## src/rtl/alarm_pkg.sv

```systemverilog
// -----------------------------------------------------------------------------
// alarm_pkg
// Shared definitions for the alarm controller slice:
//   - alarm_state_t : FSM state encoding (DISARMED=0, ARMED=1, RINGING=2, SNOOZE=3)
//   - BCD field offsets of the packed {H1,H0,M1,M0} time word
//   - bcd_time_equal: digit-by-digit comparison of two packed BCD times
// -----------------------------------------------------------------------------
package alarm_pkg;

    typedef enum logic [1:0] {
        ST_DISARMED = 2'd0,
        ST_ARMED    = 2'd1,
        ST_RINGING  = 2'd2,
        ST_SNOOZE   = 2'd3
    } alarm_state_t;

    localparam int BCD_DIGIT_W = 4;
    localparam int BCD_M0_LSB  = 0;
    localparam int BCD_M1_LSB  = 4;
    localparam int BCD_H0_LSB  = 8;
    localparam int BCD_H1_LSB  = 12;

    // Compare two packed BCD times one digit at a time.
    function automatic logic bcd_time_equal(input logic [15:0] a, input logic [15:0] b);
        logic eq;
        eq = 1'b1;
        eq = eq & (a[BCD_H1_LSB +: BCD_DIGIT_W] == b[BCD_H1_LSB +: BCD_DIGIT_W]);
        eq = eq & (a[BCD_H0_LSB +: BCD_DIGIT_W] == b[BCD_H0_LSB +: BCD_DIGIT_W]);
        eq = eq & (a[BCD_M1_LSB +: BCD_DIGIT_W] == b[BCD_M1_LSB +: BCD_DIGIT_W]);
        eq = eq & (a[BCD_M0_LSB +: BCD_DIGIT_W] == b[BCD_M0_LSB +: BCD_DIGIT_W]);
        return eq;
    endfunction

endpackage

```

## src/rtl/alarm_controller_if.sv

```systemverilog
// -----------------------------------------------------------------------------
// alarm_controller_if
// Groups the alarm controller's functional signals.
//   i_Alarm_Enable   arm switch level
//   i_Current_Time   running time, packed BCD {H1,H0,M1,M0}
//   i_Current_PM     running time PM flag
//   i_Alarm_Time     alarm time, packed BCD
//   i_Alarm_PM       alarm PM flag
//   i_Snooze         one-cycle snooze pulse
//   i_Stop           one-cycle stop pulse
//   o_Alarm_Active   high while ringing
//   o_Snoozing       high while snoozing
//   o_Buzzer         gated tone square wave
// Modports: master drives the inputs (time source / buttons / bench),
//           slave is the alarm controller.
// -----------------------------------------------------------------------------
interface alarm_controller_if;
    logic        i_Alarm_Enable;
    logic [15:0] i_Current_Time;
    logic        i_Current_PM;
    logic [15:0] i_Alarm_Time;
    logic        i_Alarm_PM;
    logic        i_Snooze;
    logic        i_Stop;
    logic        o_Alarm_Active;
    logic        o_Snoozing;
    logic        o_Buzzer;

    modport master (
        output i_Alarm_Enable, i_Current_Time, i_Current_PM,
               i_Alarm_Time, i_Alarm_PM, i_Snooze, i_Stop,
        input  o_Alarm_Active, o_Snoozing, o_Buzzer
    );

    modport slave (
        input  i_Alarm_Enable, i_Current_Time, i_Current_PM,
               i_Alarm_Time, i_Alarm_PM, i_Snooze, i_Stop,
        output o_Alarm_Active, o_Snoozing, o_Buzzer
    );
endinterface

```

## src/rtl/alarm_tick_gen.sv

```systemverilog
// -----------------------------------------------------------------------------
// alarm_tick_gen
// Prescalers for the alarm controller.
//   i_Clk          system clock
//   i_Reset        asynchronous active-high reset
//   i_Clear        synchronous clear of both prescalers (state transition)
//   i_Tone_Run     tone divider runs only while high, held at zero otherwise
//   o_Half_Tick    one-cycle pulse every CLK_HZ/2 cycles after a clear
//   o_Tone_Toggle  one-cycle pulse every CLK_HZ/(2*TONE_HZ) cycles while running
// -----------------------------------------------------------------------------
module alarm_tick_gen #(
    parameter int CLK_HZ  = 5_000_000,
    parameter int TONE_HZ = 2_000
) (
    input  logic i_Clk,
    input  logic i_Reset,
    input  logic i_Clear,
    input  logic i_Tone_Run,
    output logic o_Half_Tick,
    output logic o_Tone_Toggle
);

    localparam int HALF_CYC = CLK_HZ / 2;
    localparam int TONE_CYC = CLK_HZ / (2 * TONE_HZ);
    localparam int HALF_W   = $clog2(HALF_CYC) + 1;
    localparam int TONE_W   = $clog2(TONE_CYC) + 1;

    logic [HALF_W-1:0] r_Half_Cnt;
    logic [TONE_W-1:0] r_Tone_Cnt;
    logic              w_Half_Last;
    logic              w_Tone_Last;

    assign w_Half_Last   = (r_Half_Cnt == HALF_W'(HALF_CYC - 1));
    assign w_Tone_Last   = (r_Tone_Cnt == TONE_W'(TONE_CYC - 1));
    assign o_Half_Tick   = w_Half_Last;
    assign o_Tone_Toggle = w_Tone_Last & i_Tone_Run;

    // Half-second prescaler: wraps every HALF_CYC cycles, restarts on clear.
    always_ff @(posedge i_Clk or posedge i_Reset) begin
        if (i_Reset) begin
            r_Half_Cnt <= '0;
        end else if (i_Clear || w_Half_Last) begin
            r_Half_Cnt <= '0;
        end else begin
            r_Half_Cnt <= r_Half_Cnt + HALF_W'(1);
        end
    end

    // Tone prescaler: idle at zero unless the buzzer is running.
    always_ff @(posedge i_Clk or posedge i_Reset) begin
        if (i_Reset) begin
            r_Tone_Cnt <= '0;
        end else if (i_Clear || !i_Tone_Run || w_Tone_Last) begin
            r_Tone_Cnt <= '0;
        end else begin
            r_Tone_Cnt <= r_Tone_Cnt + TONE_W'(1);
        end
    end

endmodule

```

## src/rtl/alarm_controller.sv

```systemverilog
// -----------------------------------------------------------------------------
// alarm_controller
// Compares the running time with the alarm time, rings on a new match and
// handles snooze, stop and the ring / snooze timeouts. Drives the buzzer tone
// (tone gated by a half-second on/off cadence) and the status outputs.
//   i_Clk_5MHz   system clock
//   i_Reset      asynchronous active-high reset
//   io_Bus       alarm_controller_if.slave (inputs, buttons, status, buzzer)
// Optional feature: define ALARM_CTRL_SNOOZE_LIMIT_EN to cap the number of
// snoozes per alarm at MAX_SNOOZES; undefined means unlimited snoozes.
// -----------------------------------------------------------------------------
module alarm_controller
    import alarm_pkg::*;
#(
    parameter int CLK_HZ         = 5_000_000,
    parameter int TONE_HZ        = 2_000,
    parameter int RING_SECONDS   = 60,
    parameter int SNOOZE_SECONDS = 300,
    parameter int MAX_SNOOZES    = 3
) (
    input  logic              i_Clk_5MHz,
    input  logic              i_Reset,
    alarm_controller_if.slave io_Bus
);

    localparam int RING_HALF   = RING_SECONDS * 2;
    localparam int SNOOZE_HALF = SNOOZE_SECONDS * 2;
    localparam int HALF_MAX    = (RING_HALF > SNOOZE_HALF) ? RING_HALF : SNOOZE_HALF;
    localparam int HT_W        = $clog2(HALF_MAX) + 1;

    // Reject parameter sets the timing scheme cannot represent.
    if ((CLK_HZ % 2) != 0 || TONE_HZ < 1 || (CLK_HZ / (2 * TONE_HZ)) < 1 ||
        RING_SECONDS < 1 || SNOOZE_SECONDS < 1 || MAX_SNOOZES < 1) begin : g_param_check
        $error("alarm_controller: unsupported parameter set");
    end

    alarm_state_t    r_State;
    alarm_state_t    w_State_Next;
    logic            r_Match_Prev;
    logic            w_Match;
    logic            w_Match_Rise;
    logic [HT_W-1:0] r_Half_Cnt;
    logic            w_Half_Tick;
    logic            w_Tone_Toggle;
    logic            w_Transition;
    logic            w_Ring_Expire;
    logic            w_Snooze_Expire;
    logic            w_Snooze_Ok;
    logic            r_Tone;
    logic            r_Cadence;
    logic            w_Tone_Next;
    logic            w_Cadence_Next;
    logic            r_Alarm_Active;
    logic            r_Snoozing;
    logic            r_Buzzer;

    assign w_Match      = bcd_time_equal(io_Bus.i_Current_Time, io_Bus.i_Alarm_Time) &&
                          (io_Bus.i_Current_PM == io_Bus.i_Alarm_PM);
    // Only a fresh match rings, so arming while already matched stays quiet.
    assign w_Match_Rise = w_Match & ~r_Match_Prev;
    assign w_Transition = (w_State_Next != r_State);

    // Expiry lands on the tick that completes the last half-second.
    assign w_Ring_Expire   = w_Half_Tick && (r_Half_Cnt == HT_W'(RING_HALF - 1));
    assign w_Snooze_Expire = w_Half_Tick && (r_Half_Cnt == HT_W'(SNOOZE_HALF - 1));

    alarm_tick_gen #(
        .CLK_HZ  (CLK_HZ),
        .TONE_HZ (TONE_HZ)
    ) u_tick_gen (
        .i_Clk         (i_Clk_5MHz),
        .i_Reset       (i_Reset),
        .i_Clear       (w_Transition),
        .i_Tone_Run    (r_State == ST_RINGING),
        .o_Half_Tick   (w_Half_Tick),
        .o_Tone_Toggle (w_Tone_Toggle)
    );

`ifdef ALARM_CTRL_SNOOZE_LIMIT_EN
    localparam int SN_W = $clog2(MAX_SNOOZES + 1) + 1;
    logic [SN_W-1:0] r_Snooze_Cnt;

    assign w_Snooze_Ok = (r_Snooze_Cnt < SN_W'(MAX_SNOOZES));

    // Snoozes taken for the current alarm; forgotten once the alarm is dismissed.
    always_ff @(posedge i_Clk_5MHz or posedge i_Reset) begin
        if (i_Reset) begin
            r_Snooze_Cnt <= '0;
        end else if (w_State_Next == ST_ARMED || w_State_Next == ST_DISARMED) begin
            r_Snooze_Cnt <= '0;
        end else if (r_State == ST_RINGING && w_State_Next == ST_SNOOZE) begin
            r_Snooze_Cnt <= r_Snooze_Cnt + SN_W'(1);
        end else begin
            r_Snooze_Cnt <= r_Snooze_Cnt;
        end
    end
`else
    assign w_Snooze_Ok = 1'b1;
`endif

    // Match history for rise detection, tracked in every state.
    always_ff @(posedge i_Clk_5MHz or posedge i_Reset) begin
        if (i_Reset) begin
            r_Match_Prev <= 1'b0;
        end else begin
            r_Match_Prev <= w_Match;
        end
    end

    // FSM state register.
    always_ff @(posedge i_Clk_5MHz or posedge i_Reset) begin
        if (i_Reset) begin
            r_State <= ST_DISARMED;
        end else begin
            r_State <= w_State_Next;
        end
    end

    // FSM next state: disable > stop > snooze > timer expiry.
    always_comb begin
        w_State_Next = r_State;
        if (!io_Bus.i_Alarm_Enable) begin
            w_State_Next = ST_DISARMED;
        end else begin
            case (r_State)
                ST_DISARMED: begin
                    w_State_Next = ST_ARMED;
                end
                ST_ARMED: begin
                    if (w_Match_Rise) begin
                        w_State_Next = ST_RINGING;
                    end else begin
                        w_State_Next = ST_ARMED;
                    end
                end
                ST_RINGING: begin
                    if (io_Bus.i_Stop) begin
                        w_State_Next = ST_ARMED;
                    end else if (io_Bus.i_Snooze && w_Snooze_Ok) begin
                        w_State_Next = ST_SNOOZE;
                    end else if (w_Ring_Expire) begin
                        w_State_Next = ST_ARMED;
                    end else begin
                        w_State_Next = ST_RINGING;
                    end
                end
                ST_SNOOZE: begin
                    if (io_Bus.i_Stop) begin
                        w_State_Next = ST_ARMED;
                    end else if (w_Snooze_Expire) begin
                        w_State_Next = ST_RINGING;
                    end else begin
                        w_State_Next = ST_SNOOZE;
                    end
                end
                default: begin
                    w_State_Next = ST_DISARMED;
                end
            endcase
        end
    end

    // Half-second counter, meaningful only while ringing or snoozing.
    always_ff @(posedge i_Clk_5MHz or posedge i_Reset) begin
        if (i_Reset) begin
            r_Half_Cnt <= '0;
        end else if (w_Transition) begin
            r_Half_Cnt <= '0;
        end else if (r_State != ST_RINGING && r_State != ST_SNOOZE) begin
            r_Half_Cnt <= '0;
        end else if (w_Half_Tick) begin
            r_Half_Cnt <= r_Half_Cnt + HT_W'(1);
        end else begin
            r_Half_Cnt <= r_Half_Cnt;
        end
    end

    // Tone and cadence next values: tone starts low, cadence starts high on ring entry.
    always_comb begin
        w_Tone_Next    = 1'b0;
        w_Cadence_Next = 1'b0;
        if (w_State_Next == ST_RINGING) begin
            if (r_State != ST_RINGING) begin
                w_Tone_Next    = 1'b0;
                w_Cadence_Next = 1'b1;
            end else begin
                w_Tone_Next    = r_Tone ^ w_Tone_Toggle;
                w_Cadence_Next = r_Cadence ^ w_Half_Tick;
            end
        end else begin
            w_Tone_Next    = 1'b0;
            w_Cadence_Next = 1'b0;
        end
    end

    // Registered outputs, decoded from the next state so they track the state register.
    always_ff @(posedge i_Clk_5MHz or posedge i_Reset) begin
        if (i_Reset) begin
            r_Tone         <= 1'b0;
            r_Cadence      <= 1'b0;
            r_Alarm_Active <= 1'b0;
            r_Snoozing     <= 1'b0;
            r_Buzzer       <= 1'b0;
        end else begin
            r_Tone         <= w_Tone_Next;
            r_Cadence      <= w_Cadence_Next;
            r_Alarm_Active <= (w_State_Next == ST_RINGING);
            r_Snoozing     <= (w_State_Next == ST_SNOOZE);
            r_Buzzer       <= w_Tone_Next & w_Cadence_Next;
        end
    end

    assign io_Bus.o_Alarm_Active = r_Alarm_Active;
    assign io_Bus.o_Snoozing     = r_Snoozing;
    assign io_Bus.o_Buzzer       = r_Buzzer;

endmodule

```

## src/flat_wrapper.sv

```systemverilog
// flat-port wrapper written by rule: the top's interface ports become plain ports
module alarm_controller_flat import alarm_pkg::*;
#(
    parameter int CLK_HZ         = 5_000_000,
    parameter int TONE_HZ        = 2_000,
    parameter int RING_SECONDS   = 60,
    parameter int SNOOZE_SECONDS = 300,
    parameter int MAX_SNOOZES    = 3
)
  (i_Clk_5MHz, i_Reset, io_Bus_i_Alarm_Enable, io_Bus_i_Current_Time, io_Bus_i_Current_PM, io_Bus_i_Alarm_Time, io_Bus_i_Alarm_PM, io_Bus_i_Snooze, io_Bus_i_Stop, io_Bus_o_Alarm_Active, io_Bus_o_Snoozing, io_Bus_o_Buzzer);
  alarm_controller_if io_Bus_i ();
  input  logic i_Clk_5MHz;
  input  logic i_Reset;
  input wire logic [$bits(io_Bus_i.i_Alarm_Enable)-1:0] io_Bus_i_Alarm_Enable;
  input wire logic [$bits(io_Bus_i.i_Current_Time)-1:0] io_Bus_i_Current_Time;
  input wire logic [$bits(io_Bus_i.i_Current_PM)-1:0] io_Bus_i_Current_PM;
  input wire logic [$bits(io_Bus_i.i_Alarm_Time)-1:0] io_Bus_i_Alarm_Time;
  input wire logic [$bits(io_Bus_i.i_Alarm_PM)-1:0] io_Bus_i_Alarm_PM;
  input wire logic [$bits(io_Bus_i.i_Snooze)-1:0] io_Bus_i_Snooze;
  input wire logic [$bits(io_Bus_i.i_Stop)-1:0] io_Bus_i_Stop;
  output wire logic [$bits(io_Bus_i.o_Alarm_Active)-1:0] io_Bus_o_Alarm_Active;
  output wire logic [$bits(io_Bus_i.o_Snoozing)-1:0] io_Bus_o_Snoozing;
  output wire logic [$bits(io_Bus_i.o_Buzzer)-1:0] io_Bus_o_Buzzer;
  assign io_Bus_i.i_Alarm_Enable = io_Bus_i_Alarm_Enable;
  assign io_Bus_i.i_Current_Time = io_Bus_i_Current_Time;
  assign io_Bus_i.i_Current_PM = io_Bus_i_Current_PM;
  assign io_Bus_i.i_Alarm_Time = io_Bus_i_Alarm_Time;
  assign io_Bus_i.i_Alarm_PM = io_Bus_i_Alarm_PM;
  assign io_Bus_i.i_Snooze = io_Bus_i_Snooze;
  assign io_Bus_i.i_Stop = io_Bus_i_Stop;
  assign io_Bus_o_Alarm_Active = io_Bus_i.o_Alarm_Active;
  assign io_Bus_o_Snoozing = io_Bus_i.o_Snoozing;
  assign io_Bus_o_Buzzer = io_Bus_i.o_Buzzer;
  alarm_controller #(.CLK_HZ(CLK_HZ), .TONE_HZ(TONE_HZ), .RING_SECONDS(RING_SECONDS), .SNOOZE_SECONDS(SNOOZE_SECONDS), .MAX_SNOOZES(MAX_SNOOZES)) u_core (.i_Clk_5MHz(i_Clk_5MHz), .i_Reset(i_Reset), .io_Bus(io_Bus_i));
endmodule
```

## config.mk

```make
export PLATFORM = sky130hd
export DESIGN_NAME = alarm_controller_flat
export DESIGN_NICKNAME = d
export VERILOG_FILES = /design/src/rtl/alarm_pkg.sv /design/src/rtl/alarm_controller_if.sv /design/src/rtl/alarm_tick_gen.sv /design/src/rtl/alarm_controller.sv /design/src/flat_wrapper.sv
export SDC_FILE = /design/constraint.sdc
export NUM_CORES = 1
export LEC_CHECK = 0
export ABC_AREA = 0
export BUFFER_PORTS_ARGS = -buffer_cell sky130_fd_sc_hd__buf_2
export CAP_MARGIN = 20
export CORE_AREA = 2 2 90 92
export DETAILED_ROUTE_END_ITERATION = 7
export DIE_AREA = 0 0 92 94
export PLACE_DENSITY = 0.71
export SYNTH_ARGS = -nofsm -noshare
export SYNTH_HDL_FRONTEND = slang
export SYNTH_SLANG_ARGS = --single-unit
export TNS_END_PERCENT = 5
```

## constraint.sdc

```tcl
create_clock -name i_Clk_5MHz -period 2.18 [get_ports i_Clk_5MHz]
set_clock_uncertainty 0.05 [all_clocks]
set_input_delay 0.109 -clock i_Clk_5MHz [delete_from_list [all_inputs] [get_ports i_Clk_5MHz]]
set_output_delay 0.109 -clock i_Clk_5MHz [all_outputs]
set_load 0.02 [all_outputs]
```

-- Word-level counts from Yosys, hierarchy flattened
Cells that the tools add are included.
Widths: inputs -> output; s select.
- flip-flop bits (word level): 54
- input port bits: 39
- add/sub/neg operators: 3
- equal/unequal tests: 17
- multiplexer cells: 17
- bitwise operators: 9
- reduce and logical (&&, ||, !) cells: 10
- operator list (kind ; number):
    $mux 11 ; 3
    $add 23x1->23 const B ; 1
    $eq 23x22->1 const B ; 1
    $mux 23 ; 1
    $eq 4x4->1 ; 4
    $add 12x1->12 const B ; 1
    $eq 12x11->1 const B ; 1
    $mux 12 ; 1
    $mux 2 ; 6
    $add 11x1->11 const B ; 1
    $eq 11x10->1 const B ; 1
    $eq 11x7->1 const B ; 1
    $eq 2x2->1 const B ; 4
    $pmux 2 s4 ; 1
    $and 1x1->1 ; 6
    $mux 1 ; 5
    $logic_and 1x1->1 ; 4
    $ne 2x2->1 const B ; 2
    $logic_or 1x1->1 ; 3
    $reduce_bool 3->1 ; 1
    $eq 2x1->1 const B ; 1
    $logic_not 2->1 ; 1
    $ne 2x2->1 ; 1
    $xor 1x1->1 ; 2
    other kinds (3) ; 3

-- Logic depth before layout (Yosys ltp)
- depth after elaboration: 13
- depth in mapped cells: 8
- depth with buffers taken out: 8

-- Hierarchy
Synthesis repeated with hierarchy kept, for this count alone.
- cell total of the unflattened synthesis: 314
- area total of the unflattened synthesis: 2955.3 sq um
- by module, submodules not included (module ; times used ; cells an instance ; area each (sq um)):
    alarm_tick_gen ; 1 ; 188 ; 1761.7
    alarm_controller ; 1 ; 126 ; 1193.6

-- Worst setup path after synthesis
Ideal clock, no wire load.
- path kind: register -> register
- from: register u_core.u_tick_gen.r_Half_Cnt[0]
- to: register u_core.u_tick_gen.r_Half_Cnt[12]
- setup time: 0.119 ns
- arrival: 2.039 ns
- required time: 2.011 ns
- setup slack: -0.028 ns
- stages on the path, launching flop included: 9
- clock period less this slack: 2.208 ns
- cell sequence: dfrtp_1 ha_1 and4_2 nand4_1 or3_1 or3_4 a31oi_4 buf_6 nor2_1
- cells in the longest elaborated chain, start to end: 10
- ends and longest elaborated chain (what ; RTL line ; source):
    from (decl) ; alarm_tick_gen.sv:28 ; logic [HALF_W-1:0] r_Half_Cnt;
    from (signal assigned) ; alarm_tick_gen.sv:45 ; r_Half_Cnt <= r_Half_Cnt + HALF_W'(1);
    $eq 23x22->1 ; alarm_tick_gen.sv:33 ; assign w_Half_Last = (r_Half_Cnt == HALF_W'(HALF_CYC - 1));
    $logic_and 1x1->1 ; alarm_controller.sv:64 ; assign w_Ring_Expire = w_Half_Tick && (r_Half_Cnt == HT_W'(RING_HALF - 1));
    $mux 2 ; alarm_controller.sv:141 ; end else if (w_Ring_Expire) begin
    $mux 2 ; alarm_controller.sv:139 ; end else if (io_Bus.i_Snooze && w_Snooze_Ok) begin
    $mux 2 ; alarm_controller.sv:137 ; if (io_Bus.i_Stop) begin
    $pmux 2 s4 ; alarm_controller.sv:125 ; case (r_State)
    $mux 2 ; alarm_controller.sv:122 ; if (!io_Bus.i_Alarm_Enable) begin
    $ne 2x2->1 ; alarm_controller.sv:61 ; assign w_Transition = (w_State_Next != r_State);
    $logic_or 1x1->1 ; alarm_tick_gen.sv:42 ; end else if (i_Clear || w_Half_Last) begin
    $mux 23 (*) ; alarm_tick_gen.sv:42 ;
Mark *: on every way between the ends. The rest lies on a longest branch, timed or not.
A chain may end at the register's enable or synchronous reset.

-- Final worst setup path
- from: register u_core.u_tick_gen.r_Half_Cnt[1]
- to: register u_core.u_tick_gen.r_Half_Cnt[15]
The elaborated chain is that of the path after synthesis.

==> impl_metrics.tcl <==
set metrics [dict create \
    path_common_cell "or3_4" \
    setup_viol 0 \
    tritoncts "built" \
    cp-endpoint "u_core.u_tick_gen.r_Half_Cnt[15]$_DFF_PP0_" \
    synth_top_area_cell "dfrtp_1" \
    clock_latency_ns 0.31 \
    power_mw 1.73 \
    grt_max_degree 29 \
    viasPerCell 4.84 \
    run_status "completed" \
    ys_types 37 \
    port_buffers 41 \
    cts_buffers 5 \
    critPathMaxFanout 12 \
    ir_drop_mv 0.224 \
    io-pin-count 42 \
    synthesis.area_um2 2980 \
    grt_setup_unrepaired "yes" \
    r2r_start "u_core.u_tick_gen.r_Half_Cnt[1]$_DFF_PP0_" \
    cts_setup_buffers 0 \
    cts_max_level 2 \
    finalCritPeriodShare 0.999 \
    n_antenna_cell 0 \
    worst_hold_path_type "in2reg" \
    r2r_setup_slack_ns 0.003 \
    gp_congestion 0.913 \
    cp-end-kind "register" \
    placeableCoreArea_um2 7610 \
    routed_wire_length_per_instance_um 11.7 \
    final_hold_viol_count 0 \
    ys_seq_elements 54 \
    die_area_um2 8650 \
    worst_pin_slew_ns 0.573 \
    nets 440 \
    drive_gt1_frac 0.259 \
    timing.fmax_mhz 459 \
    maxCapViolCount 0 \
    wl_um 5860 \
    rr_worst_depth 8 \
    setup_slack_ns 0.00263 \
    syn2layout_area_growth_pct 25.0 \
    synthDominantCellAreaShare 0.454 \
    ys_top_cells_by_area "dfrtp_1 (45%), xor2_1 (14%), nor2_1 (8.3%)" \
    cts_root_buf "clkbuf_8" \
    stdcell_area_um2 3720 \
    antenna_left 0 \
    crit_required_ns 2.33 \
    die_w_um 92 \
    num_vias 2421 \
    final_core_util 0.489 \
    clockBufferDepth 2 \
    slew_headroom 0.617 \
    place_area_um2 3580 \
    grt.total_usage 0.148 \
    gr-total-overflow 0 \
    synth_area_per_cell_um2 9.33 \
    worst_setup_path_start_kind "register" \
    antenna_found_initial 0 \
    startpoint "u_core.u_tick_gen.r_Half_Cnt[1]$_DFF_PP0_" \
    powerDensity_nw_per_um2 465 \
    grt_pass1_vias 2372 \
    yosysSeqAreaShare 0.454 \
    r2r-end "u_core.u_tick_gen.r_Half_Cnt[15]$_DFF_PP0_" \
    worstPathCellList "ha_2 -> and4_4 -> nand4_1 -> or3_4 -> or3_4 -> a31oi_4 -> buf_12 -> nor2_1" \
    drc 0 \
    holdWs_ns 0.0746 \
    syn_nets 362 \
    grt_pass1_wl_um 10300 \
    crit_path_top_delay_cell "or3_4" \
    rows 32 \
    die_h_um 94 \
    place_ws_ns 0.00661 \
    power.static_leakage_nw 1.67 \
    postSynthCellCount 319 \
    cts_sinks 54 \
    slew_viol_final 0 \
    cp_slowest_stage_delay_ns 0.39 \
    hpwl_um 4510 \
    dr.pass1.iters 4 \
    initial_core_util 0.391 \
    worstPathArrival_ns 2.33 \
    drt_iter0_drc 102 \
    yosysWarnings 0 \
    critical_path_class "reg2reg" \
    clk_pin_slew_ns 0.10 \
    period_needed_ns 2.18 \
]
==> synthesized netlist by cell type, drive strengths merged <==
library cell and instances:
nand3 23, nor2 66, dfrtp 54, nor3 6, nor4 6, a31oi 1, or4 1, xnor2 12
o31ai 1, clkbuf 4, o32ai 2, and3 9, or2 2, nand2 22, o22ai 1, and2b 2
inv 8, and2 3, and4 4, and4bb 1, or3 3, nor4b 1, nor4bb 2, ha 4
nor2b 3, nand2b 4, xor2 48, buf 4, nand4 14, o211ai 1, nor3b 1, o21ai 2
a21oi 4
==> cell usage in the layout (no fill, tap or decap), drive strengths merged, types with 3 or more instances in the layout <==
master   n
nor3     6
and4     4
nor2b    3
buf     78
inv      8
nand3   23
or3      3
dfrtp   54
nor2    66
a21oi    4
and2     3
xnor2   12
xor2    48
clkbuf   6
nand2   22
ha       4
and3     9
nand4   14
nand2b   4
nor4     6
==> registers in the layout, summed over array words and instances, names as in the netlist <==
name and flops:
u_core.io_Bus.o_Buzzer 1, u_core.io_Bus.o_Snoozing 1, u_core.r_Half_Cnt 11, u_core.io_Bus.o_Alarm_Active 1
u_core.u_tick_gen.r_Tone_Cnt 12, u_core.r_Cadence 1, u_core.r_State 2, u_core.r_Tone 1
u_core.r_Match_Prev 1, u_core.u_tick_gen.r_Half_Cnt 23
==> layout make-up <==
class | count | area (um^2)
flip-flops and latches | 54 | 1350
repair buffers | 79 | 518
clock inverters | 2 | 12.5
inverters | 8 | 30.0
well taps | 102 | 128
clock buffers | 6 | 82.6
fillers | 719 | 3890
multi-input cells | 249 | 1600
==> metal layers <==
layer | routed length, um | share of wire | GRT usage | vias up
met1 | 2770 | 0.47 | 0.194 | 1127
met4 | 70 | 0.012 | 0.0560 | 0
met5 | 0 | 0 | 0 | -
li1 | - | - | - | 1225
met2 | 2800 | 0.48 | 0.252 | 60
met3 | 221 | 0.038 | 0.0201 | 9
==> cell families (layout without fill, tap and decap cells) <==
group,after synthesis,in the layout,synth area share
AO/OA/AOI/OAI,12,12,0.0319
XOR/XNOR,60,60,0.176
adder cells (fa/ha/maj),4,4,0.0168
buffers and inverters,16,95,0.0239
flip-flops,54,54,0.454
AND/OR/NAND/NOR,173,173,0.297
==> worst min path at each step <==
stage,from,end,slack (ns),depth (start not counted)
6_report,io_Bus_i_Alarm_Enable,u_core.r_Half_Cnt[0]$_DFFE_PP0P_,0.07,3
3_5_place_dp,i_Reset,u_core.u_tick_gen.r_Half_Cnt[21]$_DFF_PP0_,0.16,2
3_3_place_gp,i_Reset,u_core.u_tick_gen.r_Half_Cnt[21]$_DFF_PP0_,0.15,2
2_1_floorplan,io_Bus_i_Alarm_Enable,u_core.u_tick_gen.r_Tone_Cnt[4]$_DFF_PP0_,0.34,3
4_1_cts,io_Bus_i_Alarm_Enable,u_core.r_Half_Cnt[0]$_DFFE_PP0P_,0.06,3
5_1_grt,io_Bus_i_Alarm_Enable,u_core.r_Half_Cnt[0]$_DFFE_PP0P_,0.09,3
==> where the power goes <==
| part | total, mW | leakage, nW | internal (mW) | switching (mW) |
|---|---|---|---|---|
| Sequential | 1.01 | 0.750 | 1.01 | 0.00585 |
| Clock | 0.577 | 0.0472 | 0.256 | 0.321 |
| Combinational | 0.143 | 0.876 | 0.0683 | 0.0743 |
==> repair_timing <==
action,4_1_cts,5_1_grt
pin swaps,1,4
setup endpoints to repair,12,31
hold endpoints to repair,25,0
hold buffers,1,0
gates resized for setup,1,6
cloned,0,0
==> through the flow <==
| stage | setup TNS, ns | cells |
|---|---|---|
| 2_1_floorplan | 0 | 319 |
| 3_3_place_gp | 0 | 491 |
| 3_5_place_dp | 0 | 491 |
| 4_1_cts | -0.000915 | 500 |
| 5_1_grt | -0.778 | 500 |
| 6_report | 0 | 500 |
==> worst max-delay path, delay by kind of cell (launching register included) <==
| family | cells | cell delay (ns) |
|---|---|---|
| and+or+nand+nor | 5 | 1.14 |
| DFF | 1 | 0.37 |
| AOI/OAI and AO/OA | 1 | 0.19 |
| adders and majority gates | 1 | 0.18 |
| buffers and inverters | 1 | 0.15 |
Power figures use the tool's default switching activity.
